<file path="src/rtl/cdb_arbiter.sv">
// Common-data-bus arbiter: two per-source result FIFOs merged round-robin onto one registered bus.
// Optional macro CDB_BYPASS_EN lets a result whose FIFO is empty compete for the bus directly.
module cdb_arbiter #(
  parameter int unsigned DEPTH    = 4,
  parameter int unsigned ROB_ID_W = 5
) (
  input  logic                clk_in,
  input  logic                rst_in,
  input  logic                rdy_in,
  input  logic                clear_flag,
  input  logic                alu_valid,
  input  logic [ROB_ID_W-1:0] alu_rob_id,
  input  logic [31:0]         alu_val,
  input  logic                lsb_valid,
  input  logic [ROB_ID_W-1:0] lsb_rob_id,
  input  logic [31:0]         lsb_val,
  output logic                alu_almost_full,
  output logic                lsb_almost_full,
  output logic                cdb_valid,
  output logic [ROB_ID_W-1:0] cdb_rob_id,
  output logic [31:0]         cdb_val,
  output logic                overflow_err
);

  localparam int unsigned PW = $clog2(DEPTH);
  localparam int unsigned CW = $clog2(DEPTH) + 1;
  localparam int unsigned EW = ROB_ID_W + 32;
  localparam logic [CW-1:0] DepthC   = CW'(DEPTH);
  localparam logic [CW-1:0] DepthM1C = CW'(DEPTH - 1);

  // FIFO storage and bookkeeping
  logic [EW-1:0] alu_mem_q [DEPTH];
  logic [EW-1:0] lsb_mem_q [DEPTH];
  logic [PW-1:0] alu_rd_q, alu_rd_d, alu_wr_q, alu_wr_d;
  logic [PW-1:0] lsb_rd_q, lsb_rd_d, lsb_wr_q, lsb_wr_d;
  logic [CW-1:0] alu_cnt_q, alu_cnt_d, lsb_cnt_q, lsb_cnt_d;

  // Output register and arbitration history
  logic                cdb_valid_q, cdb_valid_d;
  logic [ROB_ID_W-1:0] cdb_rob_id_q, cdb_rob_id_d;
  logic [31:0]         cdb_val_q, cdb_val_d;
  logic                last_grant_q, last_grant_d;
  logic                overflow_q, overflow_d;

  logic alu_empty, alu_full, lsb_empty, lsb_full;
  logic alu_byp, lsb_byp, alu_cand, lsb_cand;
  logic grant_alu, grant_lsb;
  logic alu_pop, lsb_pop, alu_push, lsb_push, alu_drop, lsb_drop;
  logic alu_we, lsb_we;
  logic [EW-1:0] alu_in, lsb_in, alu_head, lsb_head, win_entry;

  assign alu_empty = (alu_cnt_q == '0);
  assign lsb_empty = (lsb_cnt_q == '0);
  assign alu_full  = (alu_cnt_q == DepthC);
  assign lsb_full  = (lsb_cnt_q == DepthC);

  assign alu_in   = {alu_rob_id, alu_val};
  assign lsb_in   = {lsb_rob_id, lsb_val};
  assign alu_head = alu_mem_q[alu_rd_q];
  assign lsb_head = lsb_mem_q[lsb_rd_q];

`ifdef CDB_BYPASS_EN
  assign alu_byp = alu_valid && alu_empty;
  assign lsb_byp = lsb_valid && lsb_empty;
`else
  assign alu_byp = 1'b0;
  assign lsb_byp = 1'b0;
`endif

  assign alu_cand = !alu_empty || alu_byp;
  assign lsb_cand = !lsb_empty || lsb_byp;

  // last_grant_q == 1 means the LSB won last, so the ALU takes the next tie
  assign grant_alu = alu_cand && (!lsb_cand || last_grant_q);
  assign grant_lsb = lsb_cand && !grant_alu;

  assign alu_pop = grant_alu && !alu_empty;
  assign lsb_pop = grant_lsb && !lsb_empty;

  // A bypassed winner goes straight to the bus; a full FIFO may still accept if it pops now
  assign alu_push = alu_valid && !(grant_alu && alu_empty) && (!alu_full || alu_pop);
  assign lsb_push = lsb_valid && !(grant_lsb && lsb_empty) && (!lsb_full || lsb_pop);
  assign alu_drop = alu_valid && alu_full && !alu_pop;
  assign lsb_drop = lsb_valid && lsb_full && !lsb_pop;

  always_comb begin
    win_entry = '0;
    if (grant_alu) begin
      win_entry = alu_empty ? alu_in : alu_head;
    end else if (grant_lsb) begin
      win_entry = lsb_empty ? lsb_in : lsb_head;
    end
  end

  assign alu_we = rdy_in && !rst_in && !clear_flag && alu_push;
  assign lsb_we = rdy_in && !rst_in && !clear_flag && lsb_push;

  always_comb begin
    alu_rd_d     = alu_rd_q;
    alu_wr_d     = alu_wr_q;
    alu_cnt_d    = alu_cnt_q;
    lsb_rd_d     = lsb_rd_q;
    lsb_wr_d     = lsb_wr_q;
    lsb_cnt_d    = lsb_cnt_q;
    cdb_valid_d  = cdb_valid_q;
    cdb_rob_id_d = cdb_rob_id_q;
    cdb_val_d    = cdb_val_q;
    last_grant_d = last_grant_q;
    overflow_d   = overflow_q;
    if (rdy_in) begin
      if (clear_flag) begin
        alu_rd_d    = '0;
        alu_wr_d    = '0;
        alu_cnt_d   = '0;
        lsb_rd_d    = '0;
        lsb_wr_d    = '0;
        lsb_cnt_d   = '0;
        cdb_valid_d = 1'b0;
      end else begin
        if (alu_push) alu_wr_d = alu_wr_q + 1'b1;
        if (alu_pop)  alu_rd_d = alu_rd_q + 1'b1;
        case ({alu_push, alu_pop})
          2'b10:   alu_cnt_d = alu_cnt_q + 1'b1;
          2'b01:   alu_cnt_d = alu_cnt_q - 1'b1;
          default: alu_cnt_d = alu_cnt_q;
        endcase

        if (lsb_push) lsb_wr_d = lsb_wr_q + 1'b1;
        if (lsb_pop)  lsb_rd_d = lsb_rd_q + 1'b1;
        case ({lsb_push, lsb_pop})
          2'b10:   lsb_cnt_d = lsb_cnt_q + 1'b1;
          2'b01:   lsb_cnt_d = lsb_cnt_q - 1'b1;
          default: lsb_cnt_d = lsb_cnt_q;
        endcase

        cdb_valid_d = grant_alu || grant_lsb;
        if (grant_alu || grant_lsb) begin
          cdb_rob_id_d = win_entry[EW-1:32];
          cdb_val_d    = win_entry[31:0];
          last_grant_d = grant_lsb;
        end
        if (alu_drop || lsb_drop) overflow_d = 1'b1;
      end
    end
  end

  always_ff @(posedge clk_in) begin
    if (rst_in) begin
      alu_rd_q     <= '0;
      alu_wr_q     <= '0;
      alu_cnt_q    <= '0;
      lsb_rd_q     <= '0;
      lsb_wr_q     <= '0;
      lsb_cnt_q    <= '0;
      cdb_valid_q  <= 1'b0;
      cdb_rob_id_q <= '0;
      cdb_val_q    <= '0;
      last_grant_q <= 1'b1;
      overflow_q   <= 1'b0;
    end else begin
      alu_rd_q     <= alu_rd_d;
      alu_wr_q     <= alu_wr_d;
      alu_cnt_q    <= alu_cnt_d;
      lsb_rd_q     <= lsb_rd_d;
      lsb_wr_q     <= lsb_wr_d;
      lsb_cnt_q    <= lsb_cnt_d;
      cdb_valid_q  <= cdb_valid_d;
      cdb_rob_id_q <= cdb_rob_id_d;
      cdb_val_q    <= cdb_val_d;
      last_grant_q <= last_grant_d;
      overflow_q   <= overflow_d;
    end
  end

  // Payload storage needs no reset; the counts decide what is valid
  always_ff @(posedge clk_in) begin
    if (alu_we) alu_mem_q[alu_wr_q] <= alu_in;
    if (lsb_we) lsb_mem_q[lsb_wr_q] <= lsb_in;
  end

  assign alu_almost_full = (alu_cnt_q >= DepthM1C);
  assign lsb_almost_full = (lsb_cnt_q >= DepthM1C);
  assign cdb_valid       = cdb_valid_q;
  assign cdb_rob_id      = cdb_rob_id_q;
  assign cdb_val         = cdb_val_q;
  assign overflow_err    = overflow_q;

endmodule

</file>
<file path="config.mk">
export PLATFORM = sky130hd
export DESIGN_NAME = cdb_arbiter
export DESIGN_NICKNAME = d
export VERILOG_FILES = /design/src/rtl/cdb_arbiter.sv
export SDC_FILE = /design/constraint.sdc
export NUM_CORES = 1
export LEC_CHECK = 0
export CORE_MARGIN = 2
export CORE_UTILIZATION = 40
export CTS_CLUSTER_SIZE = 20
export DETAILED_ROUTE_END_ITERATION = 7
export DONT_BUFFER_PORTS = 1
export HOLD_SLACK_MARGIN = 0.15
export PLACE_DENSITY = 0.5
export SYNTH_ARGS = -nofsm -noshare
export SYNTH_HDL_FRONTEND = slang
export SYNTH_SLANG_ARGS = --single-unit
</file>
<file path="constraint.sdc">
create_clock -name clk_in -period 3.4 [get_ports clk_in]
set_input_delay 0.68 -clock clk_in [delete_from_list [all_inputs] [get_ports clk_in]]
set_output_delay 0.68 -clock clk_in [all_outputs]
set_load 0.1 [all_outputs]
</file>
# ---- Yosys cells after proc, flatten, opt, wreduce, memory -nomap -nowiden
# Memories as Yosys holds them, arrays and structs flattened. A register that Yosys moved wholly into a read port is not among the register bits.
# Index checks and enable logic that the tools add are counted.
dict set report op_classes {
  n_addsub 8
  order_cmp 2
  n_eq_ne 6
  mux 25
  n_bitwise 1
  n_reduce_logical 50
}
# op count
set op_table {}
lappend op_table {{2-to-1 mux 37 bit} 4}
lappend op_table {{2-to-1 mux 2 bit} 12}
lappend op_table {{logical AND 1 bit} 18}
lappend op_table {{one-hot mux 3 bit (2 select lines)} 2}
lappend op_table {{AND reduction 2 bit} 6}
lappend op_table {{zero test 1 bit} 11}
lappend op_table {{adder 2 x 1 -> 2 bit, second input constant} 4}
lappend op_table {{nonzero test 2 bit} 4}
lappend op_table {{adder 3 x 1 -> 3 bit, second input constant} 2}
lappend op_table {{equality test 3 bit, second input constant} 2}
lappend op_table {{greater-or-equal comparator 3 x 2 -> 1 bit, second input constant} 2}
lappend op_table {{zero test 3 bit} 2}
lappend op_table {{2-to-1 mux 3 bit} 2}
lappend op_table {{AND reduction 3 bit} 2}
lappend op_table {{nonzero test 3 bit} 2}
lappend op_table {{subtractor 3 x 1 -> 3 bit, second input constant} 2}
lappend op_table {{logical OR 1 bit} 5}
lappend op_table {{2-to-1 mux 1 bit} 5}
lappend op_table {{equality test 2 x 1 -> 1 bit, second input constant} 2}
lappend op_table {{equality test 2 bit, second input constant} 2}
lappend op_table {{inverter 1 bit} 1}
dict set report word_totals {
  register_bits 54
  ramBits 296
  in_bits 80
  out_inout_bits 41
  memories 2
}
# name words width rd rd_ports_with_merged_regs write_ports line_no
set memory_table {}
lappend memory_table {alu_mem_q 4 37 1 1 1 32} ;# logic [EW-1:0] alu_mem_q [DEPTH];
lappend memory_table {lsb_mem_q 4 37 1 1 1 33} ;# logic [EW-1:0] lsb_mem_q [DEPTH];

# ---- Depth between registers and ports, before layout
# Gate-level depths: netlist of run 1.
dict set report logic_depth {
  ltp_word 12
  depth_mapped 10
  depth_no_buf 8
}

# ---- Worst setup path after synthesis of run 1
# OpenSTA, ideal clock, no wires.
dict set report synth_timing {
  path_type {input -> register}
  startpoint {input clear_flag}
  endpoint {memory lsb_mem_q[0][0] in the netlist's numbering, enable pin}
  setup_time_ns 0.398
  arrival_ns 2.359
  required_time_ns 3.002
  slack_ns 0.643
  cell_stages 5
  cell_sequence {buf_2 > nand2b_1 > clkbuf_1 > nor2_1 > and3_1}
}
dict set report synth_between {
  elab_chain_cells 5
}
# item line_no
set synth_lines {}
lappend synth_lines {{from (decl)} 10} ;# input logic clear_flag,
lappend synth_lines {{zero test 1 bit} 96} ;# assign lsb_we = rdy_in && !rst_in && !clear_flag && lsb_push;
lappend synth_lines {{logical AND 1 bit (2 in series)} 96}
lappend synth_lines {{2-to-1 mux 1 bit} 178} ;# if (lsb_we) lsb_mem_q[lsb_wr_q] <= lsb_in;
lappend synth_lines {{2-to-1 mux 1 bit (implied by the code)} 178}
lappend synth_lines {{to (decl)} 33}
# No other way between the ends.

# ---- Final worst setup path of run 1
dict set report layout_timing {
  startpoint {register alu_cnt_q[2]}
  endpoint {memory lsb_mem_q[1][24] in the netlist's numbering, enable pin}
}
dict set report layout_between {
  elab_chain_cells 12
}
# item line_no
set layout_lines {}
lappend layout_lines {{from (decl)} 36} ;# logic [CW-1:0] alu_cnt_q, alu_cnt_d, lsb_cnt_q, lsb_cnt_d;
lappend layout_lines {{from (signal assigned)} 163} ;# alu_cnt_q <= alu_cnt_d;
lappend layout_lines {{zero test 3 bit (*)} 52} ;# assign alu_empty = (alu_cnt_q == '0);
lappend layout_lines {{zero test 1 bit (*)} 70} ;# assign alu_cand = !alu_empty || alu_byp;
lappend layout_lines {{logical AND 1 bit (*)} 74} ;# assign grant_alu = alu_cand && (!lsb_cand || last_grant_q);
lappend layout_lines {{zero test 1 bit (*)} 75} ;# assign grant_lsb = lsb_cand && !grant_alu;
lappend layout_lines {{logical AND 1 bit (*)} 75}
lappend layout_lines {{logical AND 1 bit} 82} ;# assign lsb_push = lsb_valid && !(grant_lsb && lsb_empty) && (!lsb_full || lsb_pop);
lappend layout_lines {{zero test 1 bit} 82}
lappend layout_lines {{logical AND 1 bit} 82}
lappend layout_lines {{logical AND 1 bit (*)} 82}
lappend layout_lines {{logical AND 1 bit (*)} 96}
lappend layout_lines {{2-to-1 mux 1 bit (*)} 178}
lappend layout_lines {{2-to-1 mux 1 bit (implied by the code) (*)} 178}
# Mark *: on every way between the ends. The rest lies on a longest branch, timed or not.

==> results.sh, run 1 <==
export IMPL_status="completed"
export IMPL_grt_start_max_net_pins=56
export IMPL_cp_data_arrival_time_ns=2.79
export IMPL_crit_family="compound AO/OA/AOI/OAI gates"
export IMPL_first_iter_violations=451
export IMPL_path_depth=4
export IMPL_final_setup_viol_count=0
export IMPL_ant_nets=0
export IMPL_netlist_cell_type_count=51
export IMPL_post_drt_via_cell_ratio=5.53
export IMPL_post_cts_resized=0
export IMPL_power_density_cells_nw_per_um2=633
export IMPL_post_synthesis_net_count=785
export IMPL_final_common_cell="edfxtp_1"
export IMPL_post_cts_buffers=0
export IMPL_flow_area_growth_from_synthesis_pct=14.9
export IMPL_first_pass_iters=5
export IMPL_global_route_overflow_total=0
export IMPL_postLayoutCellArea_um2=15400
export IMPL_boundary_pins=121
export IMPL_clock_latency_on_the_worst_skew_pair_ns=0.52
export IMPL_first_pass_grt_wire_length_um=44600
export IMPL_antenna_diode_count=0
export IMPL_total_of_hold_buffers_inserted_after_clock_tree_synthesis=0
export IMPL_clkSlewWorstSetupHoldPaths_ns=0.06
export IMPL_floorplan_die_area_um2=34900
export IMPL_final_nets=807
export IMPL_timing_hold_worst_path_depth=1
export IMPL_cpPeakStageDelay_ns=0.59
export IMPL_clock_tree_root_cell="clkbuf_16"
export IMPL_hold_path_class="input port to register"
export IMPL_tritoncts_num_buffers=38
export IMPL_worst_setup_path_start_kind="register"
export IMPL_die_w_um=187
export IMPL_ys_seq_elements=354
export IMPL_setup_tns_final_ns=0
export IMPL_maxCapViolCount=0
export IMPL_gp_congestion=0.768
export IMPL_totalWireLength_um=29700
export IMPL_part_of_the_yosys_area_used_for_sequential_elements=0.752
export IMPL_syn_area_um2=13400
export IMPL_path_buf_inv=1
export IMPL_place_area_um2=14000
export IMPL_r2r_cells=4
export IMPL_grt_pass1_vias=6764
export IMPL_portBuffers=0
export IMPL_netlist_instances=695
export IMPL_clock_sinks=354
export IMPL_timing_worst_setup_path_type="register to register"
export IMPL_slew_worst_pin_ns=1.13
export IMPL_min_period_over_period=0.762
export IMPL_gr_usage_all_layers=0.172
export IMPL_endpoint_kind="register"
export IMPL_slew_violations=0
export IMPL_floorplan_initialDensity=0.409
export IMPL_critical_path_max_fanout=14
export IMPL_max_clock_freq_ghz=0.386
export IMPL_crit_chain="o31a_1 > a31oi_1 > and3_2 > buf_4"
export IMPL_die_height_um=187
export IMPL_post_dp_hpwl_um=19100
export IMPL_ir_drop_mv=0.355
export IMPL_slew_headroom=0.245
export IMPL_critical_path_slowest_cell="and3_2"
export IMPL_htreeDepth=2
export IMPL_timing_final_crit_period_ns=2.59
export IMPL_fin_total_pwr_uw=9730
export IMPL_core_area_um2=32700
export IMPL_mostFrequentLayoutCells="edfxtp_1 (296), mux4_2 (74), dfxtp_1 (54)"
export IMPL_vias=6566
export IMPL_cellLeakagePower_uw=0.00479
export IMPL_post_dr_wirelength_cell_um=25.0
export IMPL_cts_tree="done"
export IMPL_cp_data_required_time_ns=3.60
export IMPL_timing_hold_violations_final=0
export IMPL_ys_warnings_count=0
export IMPL_rows=66
export IMPL_rsz0062_at_grt="no"
export IMPL_fin_worst_skew_ns=0.00948
export IMPL_post_route_cells_drive_above_1_share=0.236
export IMPL_synth_enable_flop_cells=296
export IMPL_synth_area_per_cell_um2=19.2
export IMPL_antenna_found_initial=0
export IMPL_post_route_drc_count=0
export IMPL_synth_async_sr_flop_share=0
export IMPL_synth_flop_cell="edfxtp_1"
export IMPL_ctsLongestPathBuffers=3
-- synthesized netlist by cell type (3+ instances only) --
library cell / n / area share
a211oi_1: 4 / 0.0022
a21o_1: 5 / 0.0028
a21oi_1: 17 / 0.0064
a221oi_1: 25 / 0.016
a22oi_1: 12 / 0.0067
and3_1: 8 / 0.0037
buf_2: 19 / 0.0071
clkbuf_1: 16 / 0.0045
dfxtp_1: 58 / 0.087
edfxtp_1: 296 / 0.67
ha_1: 9 / 0.0084
inv_1: 10 / 0.0028
mux2i_1: 3 / 0.0022
mux4_2: 74 / 0.12
nand2_1: 15 / 0.0042
nor2_1: 46 / 0.013
nor3_1: 25 / 0.0094
o21ai_0: 5 / 0.0019
o21ai_1: 4 / 0.0015
o31ai_1: 3 / 0.0017
-- area by class of cell --
class	count	area (um2)
Fill cell	2762	17300
Inverter	10	37.5
Timing Repair Buffer	22	215
Sequential cell	354	10100
Multi-Input combinational cell	291	3100
Clock buffer	47	1050
Tap cell	442	553
Clock inverter	22	338
-- worst register-to-register path: stages, from the launching register on --
cell and delay, ns:
dfxtp_1 0.39, o31a_1 0.43, a31oi_1 0.50, and3_2 0.59
buf_4 0.35
-- power by group --
| group | internal [uW] | switching [uW] |
|---|---|---|
| clock network | 2880 | 1640 |
| registers | 4750 | 218 |
| logic | 103 | 149 |
-- sequential cells by signal, summed over array words and instances (netlist names), named ones only --
signal	count
alu_mem_q	148
lsb_mem_q	148
cdb_val	32
cdb_rob_id	5
alu_cnt_q	3
lsb_cnt_q	3
alu_rd_q	2
alu_wr_q	2
lsb_rd_q	2
lsb_wr_q	2
cdb_valid	1
last_grant_q	1
overflow_err	1
-- metal layers --
| metal | GRT usage | vias to the layer above | routed length [um] |
|---|---|---|---|
| met1 | 0.230 | 3473 | 12700 |
| met2 | 0.276 | 171 | 14300 |
| met4 | 0.0440 | 0 | 516 |
| li1 | - | 2878 | - |
| met5 | 0 | - | 0 |
| met3 | 0.0500 | 44 | 2140 |
-- metrics by stage --
step	setup WS (ns)	hold slack, ns	instances	utilization
2_1_floorplan	0.643	0.447	695	-
3_3_place_gp	0.783	0.482	1119	0.427
3_5_place_dp	0.626	0.472	1119	0.427
4_1_cts	0.827	0.213	1188	0.470
5_1_grt	0.711	0.212	1188	0.470
6_report	0.810	0.225	1188	0.470
-- cell families (layout without fill, tap and decap cells) --
logic type,count (synthesis),in the layout,synth area share
xor gates and xnor gates,3,3,0.00197
DFF,354,354,0.752
AOI/OAI and AO/OA,92,92,0.0521
buffers and inverters,50,101,0.0173
adders and majority gates,10,10,0.00993
and+or+nand+nor,108,108,0.0384
muxes,78,78,0.128
-- final timing paths --
check | start | to | slack [ns]
setup / recovery | alu_cnt_q[2]$_SDFFE_PP0P_ | lsb_mem_q[1][24]$_DFFE_PP_ | 0.81
setup reg to reg | alu_cnt_q[2]$_SDFFE_PP0P_ | lsb_mem_q[1][24]$_DFFE_PP_ | 0.81
hold / removal | rst_in | overflow_err$_SDFFE_PP0P_ | 0.23
hold reg to reg | lsb_rd_q[1]$_SDFFE_PP0P_ | register | 0.50
No activity file was read; power rests on OpenSTA's default activity.
==> run 2: changes to the inputs <==
==> constraint.sdc (replaced) <==
create_clock -name clk_in -period 2.5 [get_ports clk_in]
set_input_delay 0.5 -clock clk_in [delete_from_list [all_inputs] [get_ports clk_in]]
set_output_delay 0.5 -clock clk_in [all_outputs]
set_load 0.1 [all_outputs]
==> run 2 against run 1 <==
- largest cell class unchanged
- flip-flop and latch count did not move
- design area grew 7.4%
- routed wire length increased by 2.9%
- critical endpoint is now alu_cnt_q[2]$_SDFFE_PP0P_
- clock power rose by 21%
- via count rose by 7.4%
- sequential power rose by 31%
- cell count rose by 11%
- global-route usage grew 0.67 points
==> results.sh, run 2 (synthesis gave the netlist of run 1 again) <==
export IMPL_top_layer="met5"
export IMPL_post_drt_via_cell_ratio=5.33
export IMPL_first_iter_violations=512
export IMPL_hold_path_class="input port to register"
export IMPL_floorplan_initialDensity=0.409
export IMPL_clock_latency_on_the_worst_skew_pair_ns=0.51
export IMPL_critical_path_slowest_cell="or3_1"
export IMPL_final_nets=938
export IMPL_die_height_um=187
export IMPL_first_pass_iters=5
export IMPL_slew_worst_pin_ns=0.553
export IMPL_post_dr_wirelength_cell_um=23.1
export IMPL_post_route_drc_count=0
export IMPL_r2r_cells=8
export IMPL_endpoint_kind="register"
export IMPL_grt_pass1_vias=7566
export IMPL_m1WireLength_um=13500
export IMPL_portBuffers=0
export IMPL_die_w_um=187
export IMPL_setup_tns_final_ns=0
export IMPL_clkSlewWorstSetupHoldPaths_ns=0.06
export IMPL_timing_hold_worst_path_depth=1
export IMPL_vias=7050
export IMPL_gr_usage_all_layers=0.178
export IMPL_met3_wirelength_um=1750
export IMPL_tritoncts_num_buffers=39
export IMPL_totalWireLength_um=30500
export IMPL_mostFrequentLayoutCells="edfxtp_1 (296), mux4_2 (74), dlygate4sd3_1 (74)"
export IMPL_final_common_cell="edfxtp_1"
export IMPL_clock_sinks=354
export IMPL_global_route_overflow_total=0
export IMPL_worst_r2r_setup_slack_ns=0.26
export IMPL_post_cts_buffers=0
export IMPL_antenna_found_initial=2
export IMPL_grt_start_max_net_pins=52
export IMPL_met2WireLength_um=14900
export IMPL_hold_worst_slack_ns=0.161
export IMPL_ctsLongestPathBuffers=3
export IMPL_boundary_pins=121
export IMPL_slew_headroom=0.630
export IMPL_clock_tree_root_cell="clkbuf_16"
export IMPL_flow_area_growth_from_synthesis_pct=23.5
export IMPL_worst_setup_path_start_kind="register"
export IMPL_final_setup_viol_count=0
export IMPL_fin_worst_skew_ns=0.0132
export IMPL_timing_worst_setup_path_type="register to register"
export IMPL_max_clock_freq_ghz=0.446
export IMPL_gp_congestion=0.837
export IMPL_post_cts_resized=0
export IMPL_post_dp_hpwl_um=19300
export IMPL_regToRegEndpoint="alu_cnt_q[2]$_SDFFE_PP0P_"
export IMPL_cellLeakagePower_uw=0.00536
export IMPL_rr_startpoint="lsb_cnt_q[2]$_SDFFE_PP0P_"
export IMPL_floorplan_die_area_um2=34900
export IMPL_rsz0062_at_grt="no"
export IMPL_status="completed"
export IMPL_ant_nets=0
export IMPL_first_pass_grt_wire_length_um=46900
export IMPL_cpPeakStageDelay_ns=0.47
export IMPL_critical_path_max_fanout=7
export IMPL_total_of_hold_buffers_inserted_after_clock_tree_synthesis=75
export IMPL_core_area_um2=32700
export IMPL_timing_hold_violations_final=0
export IMPL_ir_drop_mv=0.508
export IMPL_post_route_cells_drive_above_1_share=0.257
export IMPL_htreeDepth=2
export IMPL_cp_data_arrival_time_ns=2.64
export IMPL_rows=66
export IMPL_cp_data_required_time_ns=2.90
export IMPL_maxCapViolCount=0
export IMPL_cts_tree="done"
export IMPL_power_density_cells_nw_per_um2=775
export IMPL_timing_final_crit_period_ns=2.24
export IMPL_slew_violations=0
export IMPL_crit_chain="or3_1 > a211oi_4 > xor2_1 > ha_1 > nor2_1 > mux2i_1 > xnor2_1 > a22o_1"
export IMPL_min_period_over_period=0.897
export IMPL_hp_start="rdy_in"
==> run 2: changes by cell type in the layout (fill, tap and decap cells not counted), sizes merged <==
| cell | change |
|---|---|
| clkbuf | +9 |
| clkinvlp | -1 |
| dlygate4sd3 | +74 |
| bufinv | -6 |
| buf | +56 |
| diode | +2 |
==> run 2: how the worst max path moves through the flow <==
stage | start | endpoint | cells after the start
finish | lsb_cnt_q[2]$_SDFFE_PP0P_ | alu_cnt_q[2]$_SDFFE_PP0P_ | 8
detailed placement | lsb_cnt_q[2]$_SDFFE_PP0P_ | alu_cnt_q[2]$_SDFFE_PP0P_ | 8
global placement | lsb_cnt_q[2]$_SDFFE_PP0P_ | alu_cnt_q[2]$_SDFFE_PP0P_ | 8
CTS | lsb_cnt_q[2]$_SDFFE_PP0P_ | alu_cnt_q[2]$_SDFFE_PP0P_ | 8
floorplan | clear_flag | alu_mem_q[0][0]$_DFFE_PP_ | 5
global route | lsb_cnt_q[2]$_SDFFE_PP0P_ | alu_cnt_q[2]$_SDFFE_PP0P_ | 8
==> run 2: per-stage QoR <==
| step | total power [uW] | setup slack (ns) | util | cell area, um2 | cells |
|---|---|---|---|---|---|
| after floorplan | 7120 | 0.315 | - | 13400 | 695 |
| after global placement | 7280 | 0.372 | 0.443 | 14500 | 1174 |
| after detailed placement | 7290 | 0.272 | 0.443 | 14500 | 1174 |
| after CTS | 12900 | 0.263 | 0.504 | 16500 | 1320 |
| after global routing | 13300 | 0.129 | 0.504 | 16500 | 1321 |
| final | 12800 | 0.258 | 0.504 | 16500 | 1322 |
==> run 2: critical path: cells and delay by family (launching register included) <==
kind	cells	cell delay, ns
AO/OA/AOI/OAI	2	0.55
multiplexers	1	0.20
flip-flops	1	0.39
adder cells (fa/ha/maj)	1	0.19
AND/OR/NAND/NOR	2	0.52
XOR/XNOR	2	0.28
==> run 2: layout make-up <==
class	instances	area, um2
clock inverter	15	144
fill	2717	16200
sequential	354	10100
tap	442	553
multi-input combinational	291	3100
clock buffer	56	1080
inverter	10	37.5
antenna	2	5.00
timing repair buffer	152	1510
==> run 2: where the power goes <==
group / internal, uW / leakage (uW) / switching, uW
Sequential: 6450 / 0.00314 / 41.0
Combinational: 279 / 0.00162 / 551
Clock: 3320 / 0.000601 / 2140
==> run 2: per-layer routing <==
metal | vias to the layer above | track usage
met3 | 34 | 0.0397
met4 | 2 | 0.0394
met5 | - | 0
met2 | 196 | 0.295
li1 | 3148 | -
met1 | 3670 | 0.243
==> run 3: changes to the inputs <==
--- a/config.mk
+++ b/config.mk
@@ -7,6 +7,7 @@
 export LEC_CHECK = 0
 export CORE_MARGIN = 2
 export CORE_UTILIZATION = 40
+export CTS_CLUSTER_DIAMETER = 200
 export CTS_CLUSTER_SIZE = 20
 export DETAILED_ROUTE_END_ITERATION = 7
 export DONT_BUFFER_PORTS = 1
==> run 3 against run 2 <==
- design area decreased by 3.7%
- via count is 2.0% lower
- flip-flop and latch count did not move
- combinational power about the same
- sequential share of layout area up 2.4 points
- register-to-register slack hardly changed
- worst setup slack got worse by 0.0035 ns
- cell count down 2.5%
- sequential power about the same
- maximum frequency down 0.15%
- routed wire length down 1.5%
- first-iteration DRC count is 3.1% higher
==> results.sh, run 3 (synthesis gave the netlist of run 1 again) <==
export IMPL_grt_pass1_vias=7376
export IMPL_place_ws_ns=0.272
export IMPL_totalWireLength_um=30100
export IMPL_regToRegEndpoint="alu_cnt_q[2]$_SDFFE_PP0P_"
export IMPL_clock_tree_root_cell="clkbuf_16"
export IMPL_finalWorstSetupSlack_ns=0.254
export IMPL_switchingPower_uw=2400
export IMPL_first_pass_iters=5
export IMPL_timing_hold_worst_path_depth=3
export IMPL_floorplan_initialDensity=0.409
export IMPL_path_buf_inv=0
export IMPL_gp_congestion=0.837
export IMPL_ant_nets=0
export IMPL_maxCapViolCount=0
export IMPL_path_depth=8
export IMPL_power_density_cells_nw_per_um2=675
export IMPL_cellLeakagePower_uw=0.00505
export IMPL_floorplan_die_area_um2=34900
export IMPL_status="completed"
export IMPL_timing_final_crit_period_ns=2.25
export IMPL_p_int_uw=8320
export IMPL_worst_setup_path_start_kind="register"
export IMPL_die_height_um=187
export IMPL_clock_power_share=0.318
export IMPL_slew_violations=0
export IMPL_crit_family="compound AO/OA/AOI/OAI gates"
export IMPL_first_pass_grt_wire_length_um=45800
export IMPL_fin_total_pwr_uw=10700
export IMPL_crit_path_start="lsb_cnt_q[2]$_SDFFE_PP0P_"
export IMPL_fin_worst_skew_ns=0.0188
export IMPL_antenna_found_initial=1
export IMPL_timing_hold_violations_final=0
export IMPL_post_dr_wirelength_cell_um=23.3
export IMPL_tritoncts_num_buffers=21
export IMPL_setup_tns_final_ns=0
export IMPL_cts_tree="done"
export IMPL_boundary_pins=121
export IMPL_vias=6907
export IMPL_crit_chain="or3_1 > a211oi_4 > xor2_1 > ha_1 > nor2_1 > mux2i_1 > xnor2_1 > a22o_1"
export IMPL_final_cells=1289
export IMPL_cpPeakStageDelay_ns=0.47
export IMPL_final_common_cell="edfxtp_1"
export IMPL_rr_startpoint="lsb_cnt_q[2]$_SDFFE_PP0P_"
export IMPL_comb_power_share=0.078
export IMPL_rows=66
export IMPL_clock_sinks=354
export IMPL_hold_path_class="input port to register"
export IMPL_post_route_drc_count=0
export IMPL_final_nets=922
export IMPL_clock_latency_on_the_worst_skew_pair_ns=0.52
export IMPL_grt_start_max_net_pins=52
export IMPL_post_route_cells_drive_above_1_share=0.233
export IMPL_die_w_um=187
export IMPL_slew_headroom=0.628
export IMPL_power_switching_share=0.224
export IMPL_post_cts_resized=0
export IMPL_timing_hold_worst_endpoint="alu_wr_q[0]$_SDFFE_PP0P_"
export IMPL_slew_worst_pin_ns=0.556
export IMPL_flow_area_growth_from_synthesis_pct=18.8
export IMPL_r2r_cells=8
export IMPL_seq_power_share=0.605
export IMPL_critical_path_max_fanout=7
export IMPL_endpoint_kind="register"
export IMPL_max_clock_freq_ghz=0.445
export IMPL_place_detailed_instances=1174
export IMPL_cp_data_arrival_time_ns=2.66
export IMPL_timing_worst_setup_path_type="register to register"
export IMPL_ir_drop_mv=0.544
export IMPL_hold_worst_slack_ns=0.232
export IMPL_global_route_overflow_total=0
export IMPL_clkSlewWorstSetupHoldPaths_ns=0.09
export IMPL_post_cts_buffers=0
export IMPL_mostFrequentLayoutCells="edfxtp_1 (296), dlygate4sd3_1 (76), mux4_2 (74)"
export IMPL_htreeDepth=1
export IMPL_ctsLongestPathBuffers=3
export IMPL_core_area_um2=32700
export IMPL_final_setup_viol_count=0
export IMPL_hp_start="rdy_in"
export IMPL_rsz0062_at_grt="no"
export IMPL_gr_usage_all_layers=0.173
export IMPL_min_period_over_period=0.898
export IMPL_worst_r2r_setup_slack_ns=0.25
export IMPL_post_drt_via_cell_ratio=5.36
export IMPL_first_iter_violations=528
export IMPL_cp_data_required_time_ns=2.91
export IMPL_post_dp_hpwl_um=19300
export IMPL_portBuffers=0
export IMPL_critical_path_slowest_cell="or3_1"
[run 3: worst max path at each step]
stage,to,slack (ns)
global route,alu_cnt_q[2]$_SDFFE_PP0P_,0.12
finish,alu_cnt_q[2]$_SDFFE_PP0P_,0.25
global placement,alu_cnt_q[2]$_SDFFE_PP0P_,0.37
CTS,alu_cnt_q[2]$_SDFFE_PP0P_,0.25
floorplan,alu_mem_q[0][0]$_DFFE_PP_,0.31
detailed placement,alu_cnt_q[2]$_SDFFE_PP0P_,0.27
[run 3: timing repair]
item                                    4_1_cts  5_1_grt
endpoints found under the hold margin       351        0
hold buffers                                 77        0
endpoints found under the setup margin        0        0
[run 3: worst register-to-register path: cells and delay by family, from the launching register on]
family / cells / cell delay [ns]
AND/OR/NAND/NOR: 2 / 0.52
adder cells (fa/ha/maj): 1 / 0.19
AO/OA/AOI/OAI: 2 / 0.55
flip-flops: 1 / 0.40
XOR/XNOR: 2 / 0.28
multiplexers: 1 / 0.20
[run 3: final cells by class]
| cell class | instances | area, um2 |
|---|---|---|
| timing repair buffer | 154 | 1530 |
| clock buffer | 36 | 582 |
| tap | 442 | 553 |
| multi-input combinational | 291 | 3100 |
| sequential | 354 | 10100 |
| fill | 2786 | 16800 |
| inverter | 10 | 37.5 |
| clock inverter | 1 | 8.76 |
| antenna | 1 | 2.50 |
[run 3: per-stage QoR]
| step | util | cell area, um2 |
|---|---|---|
| after CTS | 0.485 | 15900 |
| after detailed placement | 0.443 | 14500 |
| after global routing | 0.485 | 15900 |
| after floorplan | - | 13400 |
| after global placement | 0.443 | 14500 |
| final | 0.485 | 15900 |
[run 3: metal layers]
metal	vias up	wire [um]	GRT usage
met5	-	13	0
met4	2	435	0.0339
met3	35	1310	0.0290
met2	152	14600	0.289
met1	3620	13700	0.242
li1	3098	-	-
[run 3: power groups by stage]
| stage | sequential (uW) | clock (uW) | combinational [uW] |
|---|---|---|---|
| final | 6480 | 3410 | 831 |
| after global routing | 6490 | 3720 | 885 |
| after CTS | 6480 | 3510 | 841 |
| after detailed placement | 6620 | 0 | 665 |
| after global placement | 6620 | 0 | 659 |
| after floorplan | 6840 | 0 | 283 |
